### src/rtl/pipeline_pkg.sv
// Shared definitions for the pipeline sequencer: controller states, special
// opcodes and the drain length used before the pipeline is declared halted.
package pipeline_pkg;

    typedef enum logic [2:0] {
        S_IDLE   = 3'd0,
        S_RUN    = 3'd1,
        S_STEP   = 3'd2,
        S_DRAIN  = 3'd3,
        S_HALTED = 3'd4,
        S_DUMP   = 3'd5
    } state_t;

    localparam logic [5:0] HALT_OP_DEF  = 6'b111111;
    localparam logic [5:0] NOP_OP       = 6'b000000;
    localparam logic [1:0] DRAIN_CYCLES = 2'd3;

    // RUN and STEP are the only states in which the PC and all stages move.
    function automatic logic is_advancing(input state_t s);
        return (s == S_RUN) || (s == S_STEP);
    endfunction

endpackage

### src/rtl/hazard_detect.sv
// Combinational hazard decode: load-use interlock and branch/jump flush request.
module hazard_detect
    import pipeline_pkg::*;
#(
    parameter int W = 5
) (
    input  logic         ex_MemRead,
    input  logic [W-1:0] ex_rt,
    input  logic [W-1:0] id_rs,
    input  logic [W-1:0] id_rt,
    input  logic         id_uses_rt,
    input  logic         mem_pc_src,
    output logic         load_use,
    output logic         branch_flush
);

    // A load into $0 never creates a dependency; rt only matters if ID reads it.
    assign load_use = ex_MemRead
                    & (ex_rt != {W{1'b0}})
                    & ((ex_rt == id_rs) | (id_uses_rt & (ex_rt == id_rt)));

    assign branch_flush = mem_pc_src;

endmodule

### src/rtl/pipeline_sequencer.sv
// Central pipeline controller: stall/flush generation, debug run/step/halt FSM
// and register-file port-1 arbitration for debug register dumps.
module pipeline_sequencer
    import pipeline_pkg::*;
#(
    parameter int         W       = 5,
    parameter int         B       = 32,
    parameter int         NREGS   = 32,
    parameter logic [5:0] HALT_OP = HALT_OP_DEF
) (
    input  logic         clk,
    input  logic         reset,
    input  logic         run_req,
    input  logic         step_req,
    input  logic         stop_req,
    input  logic         dump_req,
    input  logic [5:0]   id_opcode,
    input  logic [W-1:0] id_rs,
    input  logic [W-1:0] id_rt,
    input  logic         id_uses_rt,
    input  logic [W-1:0] ex_rt,
    input  logic         ex_MemRead,
    input  logic         mem_pc_src,
    output logic         pc_en,
    output logic         if_id_en,
    output logic         if_id_flush,
    output logic         id_ex_flush,
    output logic         ex_mem_flush,
    output logic         stage_en,
    output logic         wb_en,
    output logic         rf_dbg_sel,
    output logic [W-1:0] dbg_rd_addr,
    output logic         dbg_rd_valid,
    output logic         dbg_dump_done,
    output logic         step_done,
    output logic         halted,
    output logic [B-1:0] cycle_count
);

    localparam int            CW      = $clog2(NREGS + 1);
    localparam logic [CW-1:0] NREGS_C = CW'(NREGS);
    localparam logic [B-1:0]  CNT_ONE = {{(B-1){1'b0}}, 1'b1};

    state_t        state_q, state_d;
    logic [CW-1:0] dump_q, dump_d;
    logic [1:0]    drain_q, drain_d;
    logic          halted_q, halted_d;
    logic [B-1:0]  cycle_q, cycle_d;

    logic load_use;
    logic branch_flush;
    logic halt_hit;

    hazard_detect #(.W(W)) u_hazard (
        .ex_MemRead   (ex_MemRead),
        .ex_rt        (ex_rt),
        .id_rs        (id_rs),
        .id_rt        (id_rt),
        .id_uses_rt   (id_uses_rt),
        .mem_pc_src   (mem_pc_src),
        .load_use     (load_use),
        .branch_flush (branch_flush)
    );

    // State, counters and sticky halt flag.
    always_ff @(posedge clk or negedge reset) begin
        if (!reset) begin
            state_q  <= S_IDLE;
            dump_q   <= {CW{1'b0}};
            drain_q  <= 2'd0;
            halted_q <= 1'b0;
            cycle_q  <= {B{1'b0}};
        end else begin
            state_q  <= state_d;
            dump_q   <= dump_d;
            drain_q  <= drain_d;
            halted_q <= halted_d;
            cycle_q  <= cycle_d;
        end
    end

    // Next state and pipeline control; frozen states leave every enable low.
    always_comb begin
        state_d       = state_q;
        dump_d        = dump_q;
        drain_d       = drain_q;
        halted_d      = halted_q;
        cycle_d       = cycle_q;
        pc_en         = 1'b0;
        if_id_en      = 1'b0;
        if_id_flush   = 1'b0;
        id_ex_flush   = 1'b0;
        ex_mem_flush  = 1'b0;
        stage_en      = 1'b0;
        wb_en         = 1'b0;
        rf_dbg_sel    = 1'b0;
        dbg_rd_addr   = {W{1'b0}};
        dbg_rd_valid  = 1'b0;
        dbg_dump_done = 1'b0;
        step_done     = 1'b0;
        halt_hit      = 1'b0;

        if (is_advancing(state_q)) begin
            cycle_d  = cycle_q + CNT_ONE;
            stage_en = 1'b1;
            wb_en    = 1'b1;
            // A resolved branch squashes the younger instructions, so any
            // load-use hazard among them is moot.
            if (branch_flush) begin
                pc_en        = 1'b1;
                if_id_en     = 1'b1;
                if_id_flush  = 1'b1;
                id_ex_flush  = 1'b1;
                ex_mem_flush = 1'b1;
            end else if (load_use) begin
                id_ex_flush = 1'b1;
            end else begin
                pc_en    = 1'b1;
                if_id_en = 1'b1;
            end
            halt_hit = (id_opcode == HALT_OP) & ~branch_flush & ~load_use;
        end else begin
            cycle_d = cycle_q;
        end

        case (state_q)
            S_IDLE: begin
                if (dump_req) begin
                    state_d = S_DUMP;
                    dump_d  = {CW{1'b0}};
                end else if (step_req) begin
                    state_d = S_STEP;
                end else if (run_req) begin
                    state_d = S_RUN;
                end else begin
                    state_d = S_IDLE;
                end
            end
            S_RUN: begin
                if (stop_req) begin
                    state_d = S_IDLE;
                end else if (halt_hit) begin
                    state_d = S_DRAIN;
                    drain_d = 2'd0;
                end else begin
                    state_d = S_RUN;
                end
            end
            S_STEP: begin
                if (halt_hit) begin
                    state_d = S_DRAIN;
                    drain_d = 2'd0;
                end else begin
                    state_d   = S_IDLE;
                    step_done = 1'b1;
                end
            end
            S_DRAIN: begin
                stage_en = 1'b1;
                wb_en    = 1'b1;
                if (branch_flush) begin
                    pc_en        = 1'b1;
                    if_id_en     = 1'b1;
                    if_id_flush  = 1'b1;
                    id_ex_flush  = 1'b1;
                    ex_mem_flush = 1'b1;
                    state_d      = S_RUN;
                end else begin
                    if_id_flush = 1'b1;
                    if (drain_q == (DRAIN_CYCLES - 2'd1)) begin
                        state_d  = S_HALTED;
                        halted_d = 1'b1;
                        drain_d  = 2'd0;
                    end else begin
                        drain_d = drain_q + 2'd1;
                    end
                end
            end
            S_HALTED: begin
                if (dump_req) begin
                    state_d = S_DUMP;
                    dump_d  = {CW{1'b0}};
                end else begin
                    state_d = S_HALTED;
                end
            end
            S_DUMP: begin
                if (dump_q < NREGS_C) begin
                    rf_dbg_sel   = 1'b1;
                    dbg_rd_valid = 1'b1;
                    dbg_rd_addr  = dump_q[W-1:0];
                    dump_d       = dump_q + {{(CW-1){1'b0}}, 1'b1};
                end else begin
                    dbg_dump_done = 1'b1;
                    dump_d        = {CW{1'b0}};
                    state_d       = halted_q ? S_HALTED : S_IDLE;
                end
            end
            default: begin
                state_d = S_IDLE;
            end
        endcase
    end

    assign halted      = halted_q;
    assign cycle_count = cycle_q;

endmodule

### config.mk
export PLATFORM = sky130hd
export DESIGN_NAME = pipeline_sequencer
export DESIGN_NICKNAME = d
export VERILOG_FILES = /design/src/rtl/pipeline_pkg.sv /design/src/rtl/hazard_detect.sv /design/src/rtl/pipeline_sequencer.sv
export SDC_FILE = /design/constraint.sdc
export NUM_CORES = 1
export LEC_CHECK = 0
export BUFFER_PORTS_ARGS = -buffer_cell sky130_fd_sc_hd__buf_4
export CORE_ASPECT_RATIO = 1.75
export CORE_MARGIN = 4
export CORE_UTILIZATION = 54
export CTS_CLUSTER_DIAMETER = 80
export DETAILED_ROUTE_END_ITERATION = 8
export HOLD_SLACK_MARGIN = 0.02
export PLACE_DENSITY = 0.95
export SLEW_MARGIN = 10
export SYNTH_ARGS = -nofsm -noshare
export SYNTH_HDL_FRONTEND = slang
export SYNTH_SLANG_ARGS = --single-unit
### constraint.sdc
create_clock -name clk -period 4 [get_ports clk]
set_clock_uncertainty 0.1 [all_clocks]
set_input_delay 0.8 -clock clk [delete_from_list [all_inputs] [get_ports clk]]
set_output_delay 0.8 -clock clk [all_outputs]
set_load 0.02 [all_outputs]
# [Word-level counts from Yosys, hierarchy flattened]
# Cells that the tools add are included.
[word_totals] out_inout_bits=49 word_cells=87 ff_bits=44
[op_classes] order_cmp=1 mux=46 bitwise_logic=8 n_reduce_logical=10 eq_ne=14 add_sub_neg=3
[op_table] operator="32-bit by 1-bit adder with 32-bit output (second input constant)" n=1
[op_table] operator="1-bit 2-to-1 mux" n=26
[op_table] operator="3-bit case mux with 6 select lines" n=1
[op_table] operator="2-bit 2-to-1 mux" n=8
[op_table] operator="3-bit 2-to-1 mux" n=5
[op_table] operator="6-bit 2-to-1 mux" n=2
[op_table] operator="6-bit case mux with 2 select lines" n=1
[op_table] operator="5-bit == test" n=2
[op_table] operator="5-bit 2-to-1 mux" n=2
[op_table] operator="6-bit by 1-bit adder with 6-bit output (second input constant)" n=1
[op_table] operator="3-bit by 2-bit == test with 1-bit output (second input constant)" n=2
[op_table] operator="3-bit == test (second input constant)" n=2
[op_table] operator="6-bit == test (second input constant)" n=1
[op_table] operator="6-bit < comparator (second input constant)" n=1
[op_table] operator="2-bit != test (second input constant)" n=3
[op_table] operator="2-bit case mux with 3 select lines" n=1
[op_table] operator="3-bit AND reduction" n=2
[op_table] operator="1-bit AND" n=5
[op_table] operator="5-bit nonzero test" n=1
[op_table] operator="2-bit AND reduction" n=2
[op_table] operator="3-bit by 1-bit == test with 1-bit output (second input constant)" n=1
[op_table] operator="3-bit logical NOT" n=1
[op_table] operator="3-bit != test (second input constant)" n=1
[op_table] operator="3-bit nonzero test" n=1
[op_table] operator="8 further kinds" n=9

# [Logic depth before layout (Yosys ltp)]
[logic_depth] word_depth=10 depth_mapped=6 ltp_nobuf=6

# [By module]
# From an unflattened synthesis, not the netlist that was laid out.
[unflattened] cells_unflattened=244 hier_area_um2=2473.6
[modules_own_cells] mod="pipeline_sequencer" seq_area_each_um2=1101.1 n_inst=1 cells_per_inst=226 area_each_um2=2333.5
[modules_own_cells] mod="hazard_detect" seq_area_each_um2=0.0 n_inst=1 cells_per_inst=18 area_each_um2=140.1

# [Worst setup path after synthesis]
# No wires, ideal clock.
[synth_path] path_type="in2out" start="input port ex_rt[0]" end="output port pc_en" setup_slack_ns=0.946 path_buffers=1 t_required_ns=3.100 arrival_ns=2.154 path_stages=5 path_cell_list="or4_1 o21ai_0 or2_2 a21o_1 buf_4"
[synth_via] elab_chain_cells=9
[synth_lines] item="start, declared" line_no="pipeline_sequencer.sv:21" rtl="input logic [W-1:0] ex_rt,"
[synth_lines] item="5-bit == test" line_no="hazard_detect.sv:20" rtl="& ((ex_rt == id_rs) | (id_uses_rt & (ex_rt == id_rt)));"
[synth_lines] item="1-bit AND" line_no="hazard_detect.sv:20"
[synth_lines] item="1-bit OR" line_no="hazard_detect.sv:20"
[synth_lines] item="1-bit AND (*)" line_no="hazard_detect.sv:20"
[synth_lines] item="1-bit 2-to-1 mux (*) (3 in a row)"
[synth_lines] item="1-bit 2-to-1 mux"
[synth_lines] item="1-bit 2-to-1 mux (*)"
[synth_lines] item="end, declared" line_no="pipeline_sequencer.sv:24" rtl="output logic pc_en,"
# Every way passes the cells marked *; elsewhere a longest branch is shown, timed or not.

# [Final worst setup path]
[layout_path] start="input port ex_rt[4]" end="output port if_id_en"
[layout_via] elab_chain_cells=9
[layout_lines] item="5-bit == test" line_no="hazard_detect.sv:20"
[layout_lines] item="1-bit AND" line_no="hazard_detect.sv:20"
[layout_lines] item="1-bit OR" line_no="hazard_detect.sv:20"
[layout_lines] item="1-bit AND (*)" line_no="hazard_detect.sv:20"
[layout_lines] item="1-bit 2-to-1 mux (*)" line_no="pipeline_sequencer.sv:115" rtl="end else if (load_use) begin"
[layout_lines] item="1-bit 2-to-1 mux (*)" line_no="pipeline_sequencer.sv:109" rtl="if (branch_flush) begin"
[layout_lines] item="1-bit 2-to-1 mux (*)" line_no="pipeline_sequencer.sv:103" rtl="if (is_advancing(state_q)) begin"
[layout_lines] item="1-bit 2-to-1 mux" line_no="pipeline_sequencer.sv:161" rtl="if (branch_flush) begin"
[layout_lines] item="1-bit 2-to-1 mux (*)" line_no="pipeline_sequencer.sv:126" rtl="case (state_q)"
[layout_lines] item="end, declared" line_no="pipeline_sequencer.sv:25" rtl="output logic if_id_en,"
# Marked as above.

==> metrics <==
status complete, no violations; Post CTS Setup Buffer Count 0; root buf cell clkbuf_8; Netlist cell types 44; Finished Cell Area 0.003088 mm2; vias in the first global route 2,125; commonest cells in the netlist dfrtp_1 (44), nand2_1 (28), nor2_1 (26), xor2_1 (22), xnor2_1 (20); fin util 73.72%; number of diodes 0; synth top area cells dfrtp_1 (46%), xor2_1 (8.1%), xnor2_1 (7.4%), nand2_1 (4.4%), nor2_1 (4.1%); Arrival @ worst endpoint 2220 ps; setup_tns 0 ps; startpoint types input pin; cell area after synthesis 0.002376 mm2; FF-to-FF Start state_q[1]$_DFFE_PN0P_; Critical Path Start ex_rt[4]; period utilization 77.99%; First-pass DRT Iterations 4; Yosys reg bits 44; I/O pin count 79; Initial Util 56.72%; grt ovf 0; Worst Hold Endpoint cycle_count[31]$_DFFE_PN0P_; Cells after DPL 366; initial antenna violation count 0; Cells after Synth 247; yosys warns 0; maxcap violations 0; htree depth 2; leakage power 1.542 nW; HP Class reg -> reg; DRT antenna net count 0; Vias/cell 5.644; most used cell, CP buf_4; total global-route track usage 22.58%; syn_nets 279; hold_ws 365.6 ps; CTS tree built; Final nets 356; Syn Area/Cell 9.620 um2; PortBufs 78; Worst Hold Launch cycle_count[31]$_DFFE_PN0P_; Slew @ Worst Pin 539.7 ps; layout cells sized above 1 28.92%; Max VDD drop 0.0002962 V; Resize count post-CTS 0; f_max 0.3206 GHz; Req. time, crit path 3100 ps; asr flop ratio synth 100.0%; clk_lat worst skew 290 ps; Layout area overhead 29.96%; Max Root-Sink Buffers 2; routed wire length 5801 um; worst r2r dst cycle_count[29]$_DFFE_PN0P_; global-route wire length before repair 9687 um; slowest CP cell or2_2; leading area contributor after synthesis dfrtp_1; largest net degree at the start of global routing 45; Die Y 95.75 um; fillers 307; Worst-path clk slew 80 ps; headroom to the max-slew limit 63.74%; hpwl dp 4494 um; hold path cells 1; Max FO, Critical Path 4; sequential element share of the synthesized area 46.34%; Final min period 3120 ps; Worst path max stage delay 350 ps; Primary FF master, synth dfrtp_1; Slew Viols, Final 0; WS Path Type in -> out; final hold viol count 0; CTS Hold Bufs 0; Core Box Area 0.004189 mm2; die area 0.005567 mm2; post-route DRC violation count 0; CP Cell Sequence buf_4, xor2_1, nor4_1, a32oi_1, or2_2, a21o_1, buf_4; Initial DRC Count 90; CTS buffer count 5; Die Wd 58.14 um; Register-to-Register Path Depth 5; RD Place Congestion 0.9323; # rows 31; setup violators final 0; most frequent cell after synthesis dfrtp_1; Placed Area 0.002980 mm2; post-synth top area share 46.34%; Worst Setup End Kind output pin; R2R Setup Slk 1880 ps; Vias 2,111; Post-synth EDFFs 0; Finished Layout Cells 374; clock sinks 44; RSZ-0062 raised after global routing false; Cell Pwr Density 464.4 mW/mm2; Avg WL per Cell 15.51 um
-- critical path, delay by kind of cell --
family / cells / cell delay [ps]
simple gates: 2 / 620
xor+xnor: 1 / 150
buf+inv: 2 / 270
compound gates: 2 / 370
-- stage by stage --
stage | setup WS (ps) | power (mW)
2_1_floorplan | 946.3 | 0.9083
3_3_place_gp | 896.4 | 1.092
3_5_place_dp | 890.4 | 1.112
4_1_cts | 877.8 | 1.446
5_1_grt | 820.7 | 1.519
6_report | 880.5 | 1.434
-- power breakdown --
| group | internal [mW] | switching (mW) |
|---|---|---|
| clock network | 0.185 | 0.148 |
| registers | 0.500 | 0.0831 |
| logic | 0.237 | 0.281 |
| total | 0.922 | 0.512 |
-- state kept, by name, indices dropped and copies added, names as in the netlist --
signal	count
dump_q	6
drain_q	2
halted	1
state_q	3
cycle_count	32
-- logic make-up (layout without fill, tap and decap cells) --
family	count (synthesis)	after routing	synth area share, %
xor+xnor	43	43	16.17
simple gates	110	110	23.75
fa+ha+maj	2	2	1.053
flops	44	44	46.34
mux	2	2	0.8952
compound gates	35	35	9.532
buf+inv	11	89	2.264
-- cell usage in the layout (no fill, tap or decap), types with 8 or more instances in the layout --
master,n
buf_4,78
dfrtp_1,44
nand2_1,28
nor2_1,26
xor2_1,22
xnor2_1,20
o21ai_0,13
nand3_1,10
nand4_1,8
and3_1,8
-- layer usage --
| layer | wire length [um] | track usage [%] | share of wire (%) |
|---|---|---|---|
| met2 | 3145 | 41.79 | 54 |
| met3 | 385 | 4.430 | 6.6 |
| met4 | 174 | 9.478 | 3.0 |
| met5 | 0 | 0 | 0 |
| met1 | 2096 | 24.46 | 36 |
-- layout make-up --
type / count / area [um2] / area share [%]
multi-input combinational: 192 / 1221 / 39.55
sequential: 44 / 1101 / 35.66
timing repair buffer: 78 / 585.6 / 18.96
clock buffer: 6 / 72.57 / 2.350
tap: 49 / 61.31 / 1.985
clock inverter: 2 / 35.03 / 1.135
inverter: 3 / 11.26 / 0.3647
-- worst max path at each step --
stage | end | slack, ps | cells after the start
2_1_floorplan | pc_en | 950 | 5
3_3_place_gp | pc_en | 900 | 7
3_5_place_dp | if_id_en | 890 | 7
4_1_cts | if_id_en | 880 | 7
5_1_grt | if_id_en | 820 | 7
6_report | if_id_en | 880 | 7
Note: power is estimated with default switching activity, not from simulation.
